--- config.mk ---
export PLATFORM = sky130hd
export DESIGN_NAME = hermes_input_buffer_flat
export DESIGN_NICKNAME = d
export VERILOG_FILES = /design/src/rtl/hermes_input_buffer_pkg.sv /design/src/rtl/hermes_input_buffer_if.sv /design/src/rtl/hermes_fifo.sv /design/src/rtl/hermes_input_buffer.sv /design/src/flat_wrapper.sv
export SDC_FILE = /design/constraint.sdc
export NUM_CORES = 1
export LEC_CHECK = 0
export BUFFER_PORTS_ARGS = -buffer_cell sky130_fd_sc_hd__clkbuf_2
export CAP_MARGIN = 5
export CORE_ASPECT_RATIO = 0.8
export CORE_MARGIN = 3
export CORE_UTILIZATION = 35
export DETAILED_ROUTE_END_ITERATION = 12
export PLACE_DENSITY = 0.56
export SKIP_CTS_REPAIR_TIMING = 1
export SYNTH_ARGS = -nofsm -noshare
export SYNTH_HDL_FRONTEND = slang
export SYNTH_SLANG_ARGS = --single-unit
--- constraint.sdc ---
create_clock -name clk_i -period 5.1 [get_ports clk_i]
set_input_delay 0.765 -clock clk_i [delete_from_list [all_inputs] [get_ports clk_i]]
set_output_delay 0.765 -clock clk_i [all_outputs]
set_load 0.02 [all_outputs]
--- src/rtl/hermes_input_buffer_pkg.sv ---
// HermesPkg: shared router types. Holds the port enumeration used across the
// router and the input-buffer FSM states shared with the switch and benches.
package HermesPkg;

  localparam int NPORT = 5;

  typedef enum logic [2:0] {
    EAST  = 3'd0,
    WEST  = 3'd1,
    NORTH = 3'd2,
    SOUTH = 3'd3,
    LOCAL = 3'd4
  } hermes_port_t;

  // One-hot so the switch can test a single bit per state.
  typedef enum logic [4:0] {
    IDLE    = 5'b00001,
    REQ     = 5'b00010,
    HEADER  = 5'b00100,
    SIZE    = 5'b01000,
    PAYLOAD = 5'b10000
  } hermes_ibuf_state_t;

  // Occupancy counter width: must be able to hold the value `depth` itself.
  function automatic int unsigned ibuf_count_width(input int unsigned depth);
    return $clog2(depth) + 1;
  endfunction

endpackage

--- src/rtl/hermes_input_buffer_if.sv ---
// Port bundle of one Hermes input buffer: upstream link, routing handshake to
// the switch and the flit path toward the crossbar.
//
// Handshakes:
//   upstream : a flit moves when rx_i && credit_o at a rising clock edge;
//              credit_o is the "ready", rx_i the "valid".
//   crossbar : a flit moves when tx_o && credit_i at a rising clock edge;
//              tx_o is the "valid", credit_i the "ready". tx_o never depends
//              combinationally on credit_i.
//   routing  : req_o is held until the edge that samples ack_i = 1; ack_i is
//              a single-cycle pulse from the switch.
interface hermes_input_buffer_if #(
  parameter int FLIT_SIZE = 32
);

  logic                  rx_i;
  logic [FLIT_SIZE-1:0]  data_i;
  logic                  credit_o;
  logic                  req_o;
  logic                  ack_i;
  logic                  sending_o;
  logic                  tx_o;
  logic                  credit_i;
  logic [FLIT_SIZE-1:0]  data_o;

  // Observation-only signals: FSM state and payload flits still to send.
  HermesPkg::hermes_ibuf_state_t state_dbg;
  logic [FLIT_SIZE-1:0]          remaining_dbg;

  // master: the input buffer itself.
  modport master (
    input  rx_i, data_i, ack_i, credit_i,
    output credit_o, req_o, sending_o, tx_o, data_o, state_dbg, remaining_dbg
  );

  // slave: upstream link / switch / crossbar side.
  modport slave (
    output rx_i, data_i, ack_i, credit_i,
    input  credit_o, req_o, sending_o, tx_o, data_o, state_dbg, remaining_dbg
  );

endinterface

--- src/rtl/hermes_fifo.sv ---
// Circular flit store for the Hermes input buffer. Occupancy is tracked by the
// owner, which supplies full/empty; this block only guards against pushing
// into a full buffer or popping an empty one.
module hermes_fifo #(
  parameter int FLIT_SIZE   = 32,
  parameter int BUFFER_SIZE = 8
) (
  input  logic                 clk_i,
  input  logic                 rst_ni,
  input  logic                 push,
  input  logic                 pop,
  input  logic                 full,
  input  logic                 empty,
  input  logic [FLIT_SIZE-1:0] wr_data,
  output logic [FLIT_SIZE-1:0] head_data
);

  localparam int PW = $clog2(BUFFER_SIZE);

  logic [FLIT_SIZE-1:0] mem [BUFFER_SIZE];
  logic [PW-1:0]        head_q;
  logic [PW-1:0]        tail_q;

  // Storage and pointers; power-of-two depth lets the pointers wrap naturally.
  always_ff @(posedge clk_i or negedge rst_ni) begin
    if (!rst_ni) begin
      for (int i = 0; i < BUFFER_SIZE; i++) begin
        mem[i] <= '0;
      end
      head_q <= '0;
      tail_q <= '0;
    end else begin
      if (push && !full) begin
        mem[tail_q] <= wr_data;
        tail_q      <= tail_q + 1'b1;
      end
      if (pop && !empty) begin
        head_q <= head_q + 1'b1;
      end
    end
  end

  assign head_data = mem[head_q];

endmodule

--- src/rtl/hermes_input_buffer.sv ---
// Hermes router input buffer: buffers upstream flits under credit flow control,
// requests routing when a header reaches the head, then streams header, size
// and payload flits to the crossbar while holding sending_o.
module hermes_input_buffer #(
  parameter int FLIT_SIZE   = 32,
  parameter int BUFFER_SIZE = 8
) (
  input  logic                  clk_i,
  input  logic                  rst_ni,
  hermes_input_buffer_if.master bus
);
  import HermesPkg::*;

  localparam int unsigned CW = ibuf_count_width(BUFFER_SIZE);

  hermes_ibuf_state_t    state_q, state_d;
  logic [CW-1:0]         count_q;
  logic [FLIT_SIZE-1:0]  remaining_q, remaining_d;
  logic [FLIT_SIZE-1:0]  head_data;
  logic                  full, empty;
  logic                  push, pop;
  logic                  sending, tx, req;

  assign full    = (count_q == CW'(BUFFER_SIZE));
  assign empty   = (count_q == '0);
  assign sending = (state_q == HEADER) || (state_q == SIZE) || (state_q == PAYLOAD);
  assign tx      = sending && !empty;
  assign push    = bus.rx_i && !full;
  assign pop     = tx && bus.credit_i;

  hermes_fifo #(
    .FLIT_SIZE   (FLIT_SIZE),
    .BUFFER_SIZE (BUFFER_SIZE)
  ) u_fifo (
    .clk_i     (clk_i),
    .rst_ni    (rst_ni),
    .push      (push),
    .pop       (pop),
    .full      (full),
    .empty     (empty),
    .wr_data   (bus.data_i),
    .head_data (head_data)
  );

  // Occupancy: the single source of full/empty; a simultaneous push and pop
  // leaves it unchanged.
  always_ff @(posedge clk_i or negedge rst_ni) begin
    if (!rst_ni) begin
      count_q <= '0;
    end else if (push && !pop) begin
      count_q <= count_q + 1'b1;
    end else if (pop && !push) begin
      count_q <= count_q - 1'b1;
    end
  end

  // FSM state and payload down-counter registers.
  always_ff @(posedge clk_i or negedge rst_ni) begin
    if (!rst_ni) begin
      state_q     <= IDLE;
      remaining_q <= '0;
    end else begin
      state_q     <= state_d;
      remaining_q <= remaining_d;
    end
  end

  // Next-state: request routing for a buffered header, then walk the packet;
  // states only advance on an actual crossbar transfer.
  always_comb begin
    state_d     = state_q;
    remaining_d = remaining_q;
    req         = 1'b0;
    unique case (state_q)
      IDLE: begin
        if (!empty) state_d = REQ;
      end
      REQ: begin
        req = 1'b1;
        if (bus.ack_i) state_d = HEADER;
      end
      HEADER: begin
        if (pop) state_d = SIZE;
      end
      SIZE: begin
        if (pop) begin
          remaining_d = head_data;
          state_d     = (head_data == '0) ? IDLE : PAYLOAD;
        end
      end
      PAYLOAD: begin
        if (pop) begin
          remaining_d = remaining_q - 1'b1;
          if (remaining_q == FLIT_SIZE'(1)) state_d = IDLE;
        end
      end
      default: begin
        state_d = IDLE;
      end
    endcase
  end

  assign bus.credit_o      = !full;
  assign bus.req_o         = req;
  assign bus.sending_o     = sending;
  assign bus.tx_o          = tx;
  assign bus.data_o        = head_data;
  assign bus.state_dbg     = state_q;
  assign bus.remaining_dbg = remaining_q;

endmodule

--- src/flat_wrapper.sv ---
// flat-port wrapper written by rule: the top's interface ports become plain ports
module hermes_input_buffer_flat import HermesPkg::*;
#(
  parameter int FLIT_SIZE   = 32,
  parameter int BUFFER_SIZE = 8
)
  (clk_i, rst_ni, bus_rx_i, bus_data_i, bus_ack_i, bus_credit_i, bus_credit_o, bus_req_o, bus_sending_o, bus_tx_o, bus_data_o, bus_state_dbg, bus_remaining_dbg);
  hermes_input_buffer_if #(.FLIT_SIZE(FLIT_SIZE)) bus_i ();
  input  logic clk_i;
  input  logic rst_ni;
  input wire logic [$bits(bus_i.rx_i)-1:0] bus_rx_i;
  input wire logic [$bits(bus_i.data_i)-1:0] bus_data_i;
  input wire logic [$bits(bus_i.ack_i)-1:0] bus_ack_i;
  input wire logic [$bits(bus_i.credit_i)-1:0] bus_credit_i;
  output wire logic [$bits(bus_i.credit_o)-1:0] bus_credit_o;
  output wire logic [$bits(bus_i.req_o)-1:0] bus_req_o;
  output wire logic [$bits(bus_i.sending_o)-1:0] bus_sending_o;
  output wire logic [$bits(bus_i.tx_o)-1:0] bus_tx_o;
  output wire logic [$bits(bus_i.data_o)-1:0] bus_data_o;
  output wire logic [$bits(bus_i.state_dbg)-1:0] bus_state_dbg;
  output wire logic [$bits(bus_i.remaining_dbg)-1:0] bus_remaining_dbg;
  assign bus_i.rx_i = bus_rx_i;
  assign bus_i.data_i = bus_data_i;
  assign bus_i.ack_i = bus_ack_i;
  assign bus_i.credit_i = bus_credit_i;
  assign bus_credit_o = bus_i.credit_o;
  assign bus_req_o = bus_i.req_o;
  assign bus_sending_o = bus_i.sending_o;
  assign bus_tx_o = bus_i.tx_o;
  assign bus_data_o = bus_i.data_o;
  assign bus_state_dbg = bus_i.state_dbg;
  assign bus_remaining_dbg = bus_i.remaining_dbg;
  hermes_input_buffer #(.FLIT_SIZE(FLIT_SIZE), .BUFFER_SIZE(BUFFER_SIZE)) u_core (.clk_i(clk_i), .rst_ni(rst_ni), .bus(bus_i));
endmodule
==> metrics.yaml, run 1 <==
outcome:
  status: "finished, final reports clean"
cells_and_area:
  antenna_cells: 0
  area_delta_synth_final_pct: 16.4
  layout.nets: 1205
  layout-drive-gt1-share_pct: 44.1
floorplan:
  rows: 65
  start_util_pct: 36.0
  core_mm2: 0.0399
  die_h_um: 187
  dieArea_mm2: 0.0435
  io-pin-count: 110
  die_w_um: 233
synthesis:
  ys_seq_area_share_pct: 52.8
  synth_top_area_share_pct: 52.6
  ys_seq_elements: 303
  synth_top_area_cell: "dfrtp_1"
  syn_inst: 1064
  synth.distinct_cells: 64
  synth_warnings: 0
  synth.avg_cell_area_um2: 13.5
  yosys_most_used_dff: "dfrtp_1"
  synth.top_cells.by_area: "dfrtp_1, mux2_2, mux4_2"
  netlist_area_mm2: 0.0144
  synth_edf_count: 0
  syn_nets: 1109
  synthArstFlopShare_pct: 100
min_path:
  hold_path.class: "input port to asynchronous set/reset pin"
timing:
  period_needed_ps: 4030
  finalHoldViolCount: 0
  relSlewSlack_pct: 19.6
  setup_tns_ps: 0
  setup_violations: 0
  timing.final.crit_share_pct: 79.1
  tightestPinTransition_ps: 1200
  rsz0062_at_grt: "false"
  clock-skew-final_ps: 18.3
  fmax_mhz: 248
  finalMaxSlewViolations: 0
worst_setup_path:
  crit_slowest_cell: "dfrtp_4"
  crit_chain: "buf_4 > mux4_2 > a21oi_1 > inv_1 > clkbuf_2"
  crit_family: "flip-flops"
  slowest_delay_ps: 1050
  crit_buf_inv: 3
  required_ps: 4340
  path_class: "flip-flop to output pin"
  crit_arrival_ps: 3270
  crit_fanout: 44
  crit_path_start_kind: "flip-flop"
  endpoint_kind: "output pin"
pwr:
  powerDensity_mw_per_mm2: 720
  finalPower_mw: 12.0
  power.leakage_nw: 7.34
  irDropWorstVdd_mv: 0.252
global_routing:
  grt_max_degree: 117
  grt.overflow.total: 0
  antenna_found_initial: 3
  grt_pass1_wl_um: 59300
  grt_use_total_pct: 17.7
  grt_pass1_vias: 9496
detailed_routing:
  dr.pass1.iters: 4
  drt_wl_total_um: 38600
  viasPerCell: 5.46
  wl_per_cell_um: 22.4
  drcViolationCount: 0
  num_vias: 9414
  ant_nets: 0
  drt_iter0_drc: 709
job:
  maxCapViolations: 0
placement:
  dp_hpwl_um: 24400
  place.gp.congestion: 0.792
  port_buffers: 109
clocking:
  cts_buffers: 36
  cts_sinks: 303
  cts_tree: "built"
  clk_latency_ps: 530
  cts_buffer_depth: 3
  cts.clk_slew.worst_paths_ps: 60
  htree_levels: 2
  cts_root_buffer: "clkbuf_16"
layout make-up:
| type | count | area (um^2) |
|---|---|---|
| Tap cell | 536 | 671 |
| Inverter | 26 | 97.6 |
| Sequential cell | 303 | 7590 |
| Timing Repair Buffer | 129 | 743 |
| Clock buffer | 55 | 1100 |
| Multi-Input combinational cell | 664 | 6420 |
| Clock inverter | 10 | 88.8 |
| Fill cell | 3651 | 23200 |
power breakdown:
| group | switching, mW | internal (mW) |
|---|---|---|
| Combinational | 2.65 | 2.49 |
| Sequential | 0.788 | 3.54 |
| Clock | 1.01 | 1.55 |
| Total | 4.45 | 7.58 |
cells in the final DEF (no fill, tap or decap), drive strengths merged, types with 15 or more instances in the layout:
cell    count
a21oi      34
buf        21
clkbuf    163
dfrtp     302
inv        28
mux2      268
mux2i      41
mux4       47
nand2      42
nor2       38
nor4       15
o21ai      33
o22ai      18
final timing paths:
path / to / startpoint / cells past startpoint / slack (ps)
worst max-delay path: bus_data_o[17] / u_core.u_fifo.head_q[0]$_DFFE_PN0P_ / 5 / 1070
worst min-delay path: u_core.count_q[1]$_DFFE_PN0P_ / rst_ni / 1 / 330
worst max register to register: u_core.bus.state_dbg[4]$_DFFE_PN0P_ / u_core.u_fifo.head_q[0]$_DFFE_PN0P_ / 6 / 1520
worst min register to register: u_core.count_q[3]$_DFFE_PN0P_ / u_core.count_q[3]$_DFFE_PN0P_ / 1 / 500
max in group asynchronous: u_core.u_fifo.mem[174]$_DFFE_PN0P_ / rst_ni / 2 / 3670
min in group clk_i: u_core.count_q[3]$_DFFE_PN0P_ / u_core.count_q[3]$_DFFE_PN0P_ / 1 / 500
flip-flops by register name, indices dropped and copies added (netlist names):
register / cells
u_core.bus.remaining_dbg: 32
u_core.bus.state_dbg: 5
u_core.count_q: 4
u_core.u_fifo.head_q: 3
u_core.u_fifo.mem: 256
u_core.u_fifo.tail_q: 3
routing by layer:
layer / global-route usage (%) / vias to the layer above / wire length [um]
li1: - / 4172 / -
met1: 27.0 / 4922 / 19200
met2: 26.0 / 262 / 16600
met3: 3.81 / 52 / 2270
met4: 3.20 / 6 / 519
met5: 0 / - / 33
synth_stat cells, types with 5 or more instances:
library cell / number
nor4_1: 14
nand2_1: 42
a21oi_1: 34
buf_2: 13
mux4_2: 47
nor3_1: 6
a22o_1: 10
dfrtp_1: 302
mux2_2: 268
ha_1: 7
a21o_1: 5
buf_1: 10
o21ai_0: 32
o22ai_1: 18
mux2i_1: 41
or4_1: 6
inv_1: 25
nor2_1: 38
clkbuf_1: 46
nand3_1: 7
o221ai_1: 5
nand4_1: 5
o22a_1: 6
xnor2_1: 8
stage by stage:
stage          util, %  instance area (um^2)  hold WS [ps]  instances  worst slack [ps]
2_1_floorplan        -                 14400           464       1064              2340
3_3_place_gp      38.9                 15500           482       1658              1580
3_5_place_dp      38.9                 15500           489       1658              1530
4_1_cts           41.9                 16700           384       1723              1010
5_1_grt           41.9                 16700           402       1723               848
6_report          41.9                 16700           329       1723              1070
cell families after synthesis:
group / share of synthesized area (%)
multiplexers: 31.2
buffers and inverters: 2.73
AO/OA/AOI/OAI: 6.22
adder cells (fa/ha/maj): 0.749
AND/OR/NAND/NOR: 5.69
flip-flops: 52.8
XOR/XNOR: 0.610
Note: power is estimated with default switching activity, not from simulation.
==> run 2: changes to the inputs <==
--- a/config.mk
+++ b/config.mk
@@ -11,7 +11,7 @@
 export CORE_MARGIN = 3
 export CORE_UTILIZATION = 35
 export DETAILED_ROUTE_END_ITERATION = 12
-export PLACE_DENSITY = 0.56
+export PLACE_DENSITY = 0.58
 export SKIP_CTS_REPAIR_TIMING = 1
 export SYNTH_ARGS = -nofsm -noshare
 export SYNTH_HDL_FRONTEND = slang
==> constraint.sdc (replaced) <==
create_clock -name clk_i -period 3.49 [get_ports clk_i]
set_input_delay 0.5235 -clock clk_i [delete_from_list [all_inputs] [get_ports clk_i]]
set_output_delay 0.5235 -clock clk_i [all_outputs]
set_load 0.02 [all_outputs]
==> run 2 against run 1 <==
Global-route usage is essentially flat. Clock skew down 2.3 ps. Flip-flop and latch count stayed put. Cell area up 1.1%. Worst setup slack lost 930 ps. Hold slack worse by 230 ps. Sequential share of layout area shrank 0.51 points. Highest routed layer unchanged. Critical path depth is 1 higher. Register-to-register slack got worse by 1100 ps.
==> metrics.yaml, run 2 (synthesis gave the netlist of run 1 again) <==
global_routing:
  grt_pass1_vias: 9711  # +2.3%
  grt_use_total_pct: 17.6  # -0.029 points
  busiest_layer: "met1"
  met3_usage_pct: 4.95  # +1.1 points
  use_met1_pct: 26.9  # -0.14 points
  grt.overflow.total: 0  # unchanged
  grt_max_degree: 108  # -7.7%
  use_met2_pct: 25.3  # -0.72 points
  antenna_found_initial: 4  # +1
  grt_pass1_wl_um: 60100  # +1.4%
worst_setup_path:
  crit_arrival_ps: 2830  # -440 ps
  endpoint_kind: "output pin"
  worstRegToRegCells: 8  # +2
  crit_path_start_kind: "flip-flop"
  crit_fanout: 31  # -30%
  required_ps: 2970  # -1370 ps
  path_class: "flip-flop to output pin"
pwr:
  p_int_mw: 11.2  # +47%
  pwr-share-clk_pct: 19.9  # -1.4 points
  irDropWorstVdd_mv: 0.346  # +37%
  swShare_pct: 36.9  # -0.095 points
  p_sw_mw: 6.54  # +47%
  powerDensity_mw_per_mm2: 1050  # +46%
  combPwrFrac_pct: 44.7  # +1.9 points
  seq_power_share_pct: 35.4  # -0.6 points
  finalPower_mw: 17.7  # +47%
  power.leakage_nw: 7.43  # +1.3%
detailed_routing:
  ant_nets: 0  # unchanged
  drcViolationCount: 0  # unchanged
  num_vias: 9476  # +0.66%
  viasPerCell: 5.44  # -0.38%
  wl_per_cell_um: 22.0  # -1.7%
  dr.pass1.iters: 5  # +1
  drt_iter0_drc: 655  # -7.6%
  drt_wl_total_um: 38400  # -0.69%
timing:
  period_needed_ps: 3350
  relSlewSlack_pct: 42.8  # +23 points
  finalMaxSlewViolations: 0  # unchanged
  finalHoldViolCount: 0  # unchanged
  setup_violations: 0  # unchanged
  timing.final.crit_share_pct: 96.1
  clock-skew-final_ps: 16.0  # -2.25 ps
  rsz0062_at_grt: "false"
  setup_tns_ps: 0  # unchanged
  fmax_mhz: 298
  timing.final.ws_setup_ps: 137  # -930 ps
  tightestPinTransition_ps: 859  # -342 ps
placement:
  dp_hpwl_um: 25700  # +4.9%
  port_buffers: 109  # unchanged
  place_area_mm2: 0.0158  # +1.7%
  dp_slack_ps: 432  # -1100 ps
  place.gp.congestion: 0.802  # +1.3%
cells_and_area:
  area_delta_synth_final_pct: 17.7
  layout_common_cells: "dfrtp_1, mux2_2, clkbuf_2"
  antenna_cells: 0  # unchanged
  stdcell_area_mm2: 0.0169  # +1.1%
  final_common_cell: "dfrtp_1"
  finalCoreUtilization_pct: 42.3  # +0.47 points
  top_register: "u_core.u_fifo.mem"
  largest_reg_flops: 256  # unchanged
  layout-drive-gt1-share_pct: 44.9  # +0.84 points
  layout.nets: 1227  # +1.8%
job:
  maxCapViolations: 0  # unchanged
floorplan:
  die_h_um: 187  # unchanged
  io-pin-count: 110  # unchanged
  core_mm2: 0.0399  # unchanged
  dieArea_mm2: 0.0435  # unchanged
  start_util_pct: 36.0  # unchanged
  rows: 65  # unchanged
  die_w_um: 233  # unchanged
clocking:
  cts.clk_slew.worst_paths_ps: 60  # about the same
  cts_buffers: 34  # -5.6%
  htree_levels: 2  # unchanged
  cts_tree: "built"
  clk_latency_ps: 520  # about the same
  cts_root_buffer: "clkbuf_16"
  cts_buffer_depth: 3  # unchanged
  cts_sinks: 303  # unchanged
outcome:
  status: "finished, final reports clean"
min_path:
  hold_path.class: "input port to asynchronous set/reset pin"
[run 2: changes by cell type in the layout (fill, tap and decap cells not counted), moves of 2 or more]
cell      delta
inv_6        -3
mux2i_2      +2
mux2i_1      -2
clkbuf_8     -5
clkbuf_1     +2
buf_4       +17
buf_12       +7
[run 2: area by class of cell]
cell class                 count  area (um^2)
fill                        3626        23000
clock inverter                 7         63.8
tap                          536          671
inverter                      26         97.6
sequential                   303         7590
multi-input combinational    664         6430
timing repair buffer         153         1010
clock buffer                  52         1040
[run 2: critical path: stages, from the launching register on]
cell and delay [ps]:
dfrtp_4 690, buf_12 300, mux4_2 540, mux2i_1 330, buf_4 230, inv_1 50
clkbuf_2 150
[run 2: per-layer routing]
metal  routed length (um)  share of wire (%)  vias up
li1                     -                  -     4217
met1                18900                 49     4972
met2                16400                 43      233
met3                 2520                6.6       46
met4                  460                1.2        8
met5                   50               0.13        -
[run 2: stage by stage]
| stage | cells | hold slack, ps |
|---|---|---|
| floorplan | 1064 | 228 |
| global placement | 1682 | 482 |
| detailed placement | 1682 | 488 |
| CTS | 1741 | 119 |
| global route | 1741 | 142 |
| finish | 1741 | 96.7 |
[run 2: path summary, 6_finish.rpt]
kind                                                startpoint                                  end  slack (ps)
setup / recovery           u_core.u_fifo.head_q[0]$_DFFE_PN0P_                       bus_data_o[15]         140
setup reg to reg           u_core.u_fifo.head_q[0]$_DFFE_PN0P_  u_core.bus.state_dbg[4]$_DFFE_PN0P_         380
min in group clk_i                                   bus_ack_i  u_core.bus.state_dbg[1]$_DFFE_PN0P_         300
max in group asynchronous                               rst_ni   u_core.u_fifo.mem[184]$_DFFE_PN0P_        2520
hold / removal                                          rst_ni   u_core.u_fifo.mem[234]$_DFFE_PN0P_         100
hold reg to reg             u_core.u_fifo.mem[132]$_DFFE_PN0P_   u_core.u_fifo.mem[132]$_DFFE_PN0P_         500
[run 2: power by group through the flow]
| stage | Combinational (mW) | Sequential, mW | Clock, mW |
|---|---|---|---|
| 5_1_grt | 8.54 | 6.47 | 3.77 |
| 4_1_cts | 7.96 | 6.24 | 3.61 |
| 3_3_place_gp | 7.83 | 6.26 | 0 |
| 6_report | 7.91 | 6.26 | 3.53 |
| 2_1_floorplan | 5.53 | 5.91 | 0 |
| 3_5_place_dp | 7.93 | 6.29 | 0 |
==> run 3: changes to the inputs <==
--- a/config.mk
+++ b/config.mk
@@ -9,10 +9,11 @@
 export CAP_MARGIN = 5
 export CORE_ASPECT_RATIO = 0.8
 export CORE_MARGIN = 3
-export CORE_UTILIZATION = 35
+export CORE_UTILIZATION = 55
 export DETAILED_ROUTE_END_ITERATION = 12
-export PLACE_DENSITY = 0.58
+export PLACE_DENSITY = 0.82
 export SKIP_CTS_REPAIR_TIMING = 1
+export SLEW_MARGIN = 20
 export SYNTH_ARGS = -nofsm -noshare
 export SYNTH_HDL_FRONTEND = slang
 export SYNTH_SLANG_ARGS = --single-unit
==> run 3 against run 2 <==
The flow now finishes with violations (negative hold slack). Final cell count down 11%. Routed wire length is 5.3% lower. Sequential power is 0.6% higher. Fmax grew 3.3%. Register-to-register slack gained 60 ps. Core utilization grew 22 points. Non-clock buffer count shrank 4. Global-route usage grew 8.0 points. Hold slack lost 130 ps. Clock-buffer cell count decreased by 6.
==> metrics.yaml, run 3 (synthesis gave the netlist of run 1 again) <==
timing:
  rsz0062_at_grt: "false"
  finalHoldViolCount: 11  # +11
  timing.final.ws_setup_ps: 245  # +108 ps
  tightestPinTransition_ps: 753  # -106 ps
  setup_violations: 0  # unchanged
  worst_hold_slack_ps: -35.2  # -132 ps
  timing.final.crit_share_pct: 93.0  # -3.1 points
  finalMaxSlewViolations: 0  # unchanged
  setup_tns_ps: 0  # unchanged
  relSlewSlack_pct: 49.7  # +6.9 points
  period_needed_ps: 3240  # -108 ps
  fmax_mhz: 308  # +3.3%
  clock-skew-final_ps: 29.8  # +13.8 ps
detailed_routing:
  dr.pass1.iters: 7  # +2
  drcViolationCount: 0  # unchanged
  drt_iter0_drc: 859  # +31%
  num_vias: 9788  # +3.3%
  wl_per_cell_um: 23.4  # +6.4%
  drt_wl_total_um: 36300  # -5.3%
  ant_nets: 0  # unchanged
  viasPerCell: 6.31  # +16%
cells_and_area:
  final_common_cell: "dfrtp_1"
  largest_reg_flops: 256  # unchanged
  antenna_cells: 0  # unchanged
  layout.nets: 1220  # -0.57%
  top_register: "u_core.u_fifo.mem"
  layout_common_cells: "dfrtp_1, mux2_2, clkbuf_2"
  layout-drive-gt1-share_pct: 44.4  # -0.53 points
  stdcell_area_mm2: 0.0165  # -2.5%
  area_delta_synth_final_pct: 14.7
  nFillCells: 1822  # -50%
  finalCoreUtilization_pct: 64.6  # +22 points
worst_setup_path:
  r2r_end: "u_core.count_q[3]$_DFFE_PN0P_"
  regToRegSetupSlack_ps: 440  # +60 ps
  crit_path_start_kind: "flip-flop"
  endpoint_kind: "output pin"
  r2r-start: "u_core.count_q[2]$_DFFE_PN0P_"
  required_ps: 2970  # about the same
  crit_arrival_ps: 2720  # -110 ps
  slowest_delay_ps: 640  # -50 ps
  crit_fanout: 16  # -48%
  crit_chain: "nand2b_1 > buf_4 > o22ai_1 > a221oi_1 > inv_1 > clkbuf_2"
  worstRegToRegCells: 12  # +4
  path_class: "flip-flop to output pin"
  crit_slowest_cell: "dfrtp_2"
clocking:
  htree_levels: 1  # -1
  cts_buffers: 31  # -8.8%
  cts_tree: "built"
  cts_sinks: 303  # unchanged
  cts.clk_slew.worst_paths_ps: 60  # about the same
  cts_root_buffer: "clkbuf_16"
  clk_latency_ps: 560  # +40 ps
  cts_buffer_depth: 3  # unchanged
global_routing:
  grt_pass1_wl_um: 57100  # -4.9%
  grt.overflow.total: 0  # unchanged
  grt_max_degree: 91  # -16%
  antenna_found_initial: 4  # unchanged
  grt_use_total_pct: 25.7  # +8.0 points
  grt_pass1_vias: 10000  # +3.2%
placement:
  dp_hpwl_um: 23000  # -10%
  place.gp.congestion: 0.858  # +7.1%
  place_area_mm2: 0.0154  # -2.3%
  dp_slack_ps: 421  # -11.0 ps
  port_buffers: 109  # unchanged
job:
  maxCapViolations: 0  # unchanged
floorplan:
  die_h_um: 151  # -20%
  core_mm2: 0.0255  # -36%
  dieArea_mm2: 0.0281  # -35%
  rows: 52  # -20%
  io-pin-count: 110  # unchanged
  start_util_pct: 56.3  # +20 points
  die_w_um: 187  # -20%
pwr:
  p_int_mw: 10.9  # -2.4%
  powerDensity_mw_per_mm2: 1060  # +0.96%
  pwr-share-clk_pct: 18.7  # -1.2 points
  swShare_pct: 37.4  # +0.51 points
  irDropWorstVdd_mv: 0.629  # +82%
  seq_power_share_pct: 36.1  # +0.7 points
  power.leakage_nw: 7.35  # -1.0%
  combPwrFrac_pct: 45.2  # +0.5 points
  p_sw_mw: 6.52  # -0.26%
outcome:
  status: "finished, violations left"
  failed_checks: "negative hold slack"
min_path:
  hold_path.class: "input port to asynchronous set/reset pin"
-- run 3: cell count changes in the layout (fill, tap and decap cells not counted), sizes merged --
cell    delta
buf        -5
clkbuf     -5
clkinv     +2
bufinv     +1
inv        +1
-- run 3: stage by stage --
stage	instances	total power [mW]
floorplan	1064	11.4
global placement	1489	13.6
detailed placement	1489	14.0
CTS	1546	17.3
global route	1550	18.3
finish	1550	17.4
-- run 3: per-layer routing --
metal  GRT usage, %  routed length, um
met5              0                 55
met4           7.25                806
met3           6.26               3050
met2           39.8              16500
met1           36.6              15900
-- run 3: worst max path at each step --
stage,start,endpoint,depth (start not counted),slack [ps]
floorplan,u_core.bus.remaining_dbg[1]$_DFFE_PN0P_,u_core.bus.remaining_dbg[30]$_DFFE_PN0P_,9,730
global placement,u_core.u_fifo.head_q[0]$_DFFE_PN0P_,u_core.bus.state_dbg[4]$_DFFE_PN0P_,9,470
detailed placement,u_core.u_fifo.head_q[0]$_DFFE_PN0P_,u_core.bus.state_dbg[4]$_DFFE_PN0P_,9,420
CTS,u_core.u_fifo.head_q[0]$_DFFE_PN0P_,bus_data_o[11],6,-100
global route,u_core.u_fifo.head_q[1]$_DFFE_PN0P_,bus_data_o[22],6,150
finish,u_core.u_fifo.head_q[1]$_DFFE_PN0P_,bus_data_o[22],6,250
-- run 3: power by group through the flow --
stage	Sequential [mW]	Combinational [mW]	Clock [mW]
2_1_floorplan	5.91	5.53	0
3_3_place_gp	6.25	7.36	0
3_5_place_dp	6.35	7.61	0
4_1_cts	6.33	7.70	3.29
5_1_grt	6.47	8.39	3.43
6_report	6.30	7.87	3.26
-- run 3: final cells by class --
class	instances	area, um^2	share of cell area (%)
Clock buffer	46	892	5.41
Clock inverter	11	109	0.661
Inverter	26	97.6	0.592
Multi-Input combinational cell	664	6410	38.9
Sequential cell	303	7590	46.1
Tap cell	351	439	2.67
Timing Repair Buffer	149	936	5.68
-- run 3: worst max-delay path, delay by kind of cell (launching register included) --
| family | cells | cell delay [ps] |
|---|---|---|
| buffers and inverters | 3 | 720 |
| DFF | 1 | 640 |
| AOI/OAI and AO/OA | 2 | 440 |
| and+or+nand+nor | 1 | 350 |
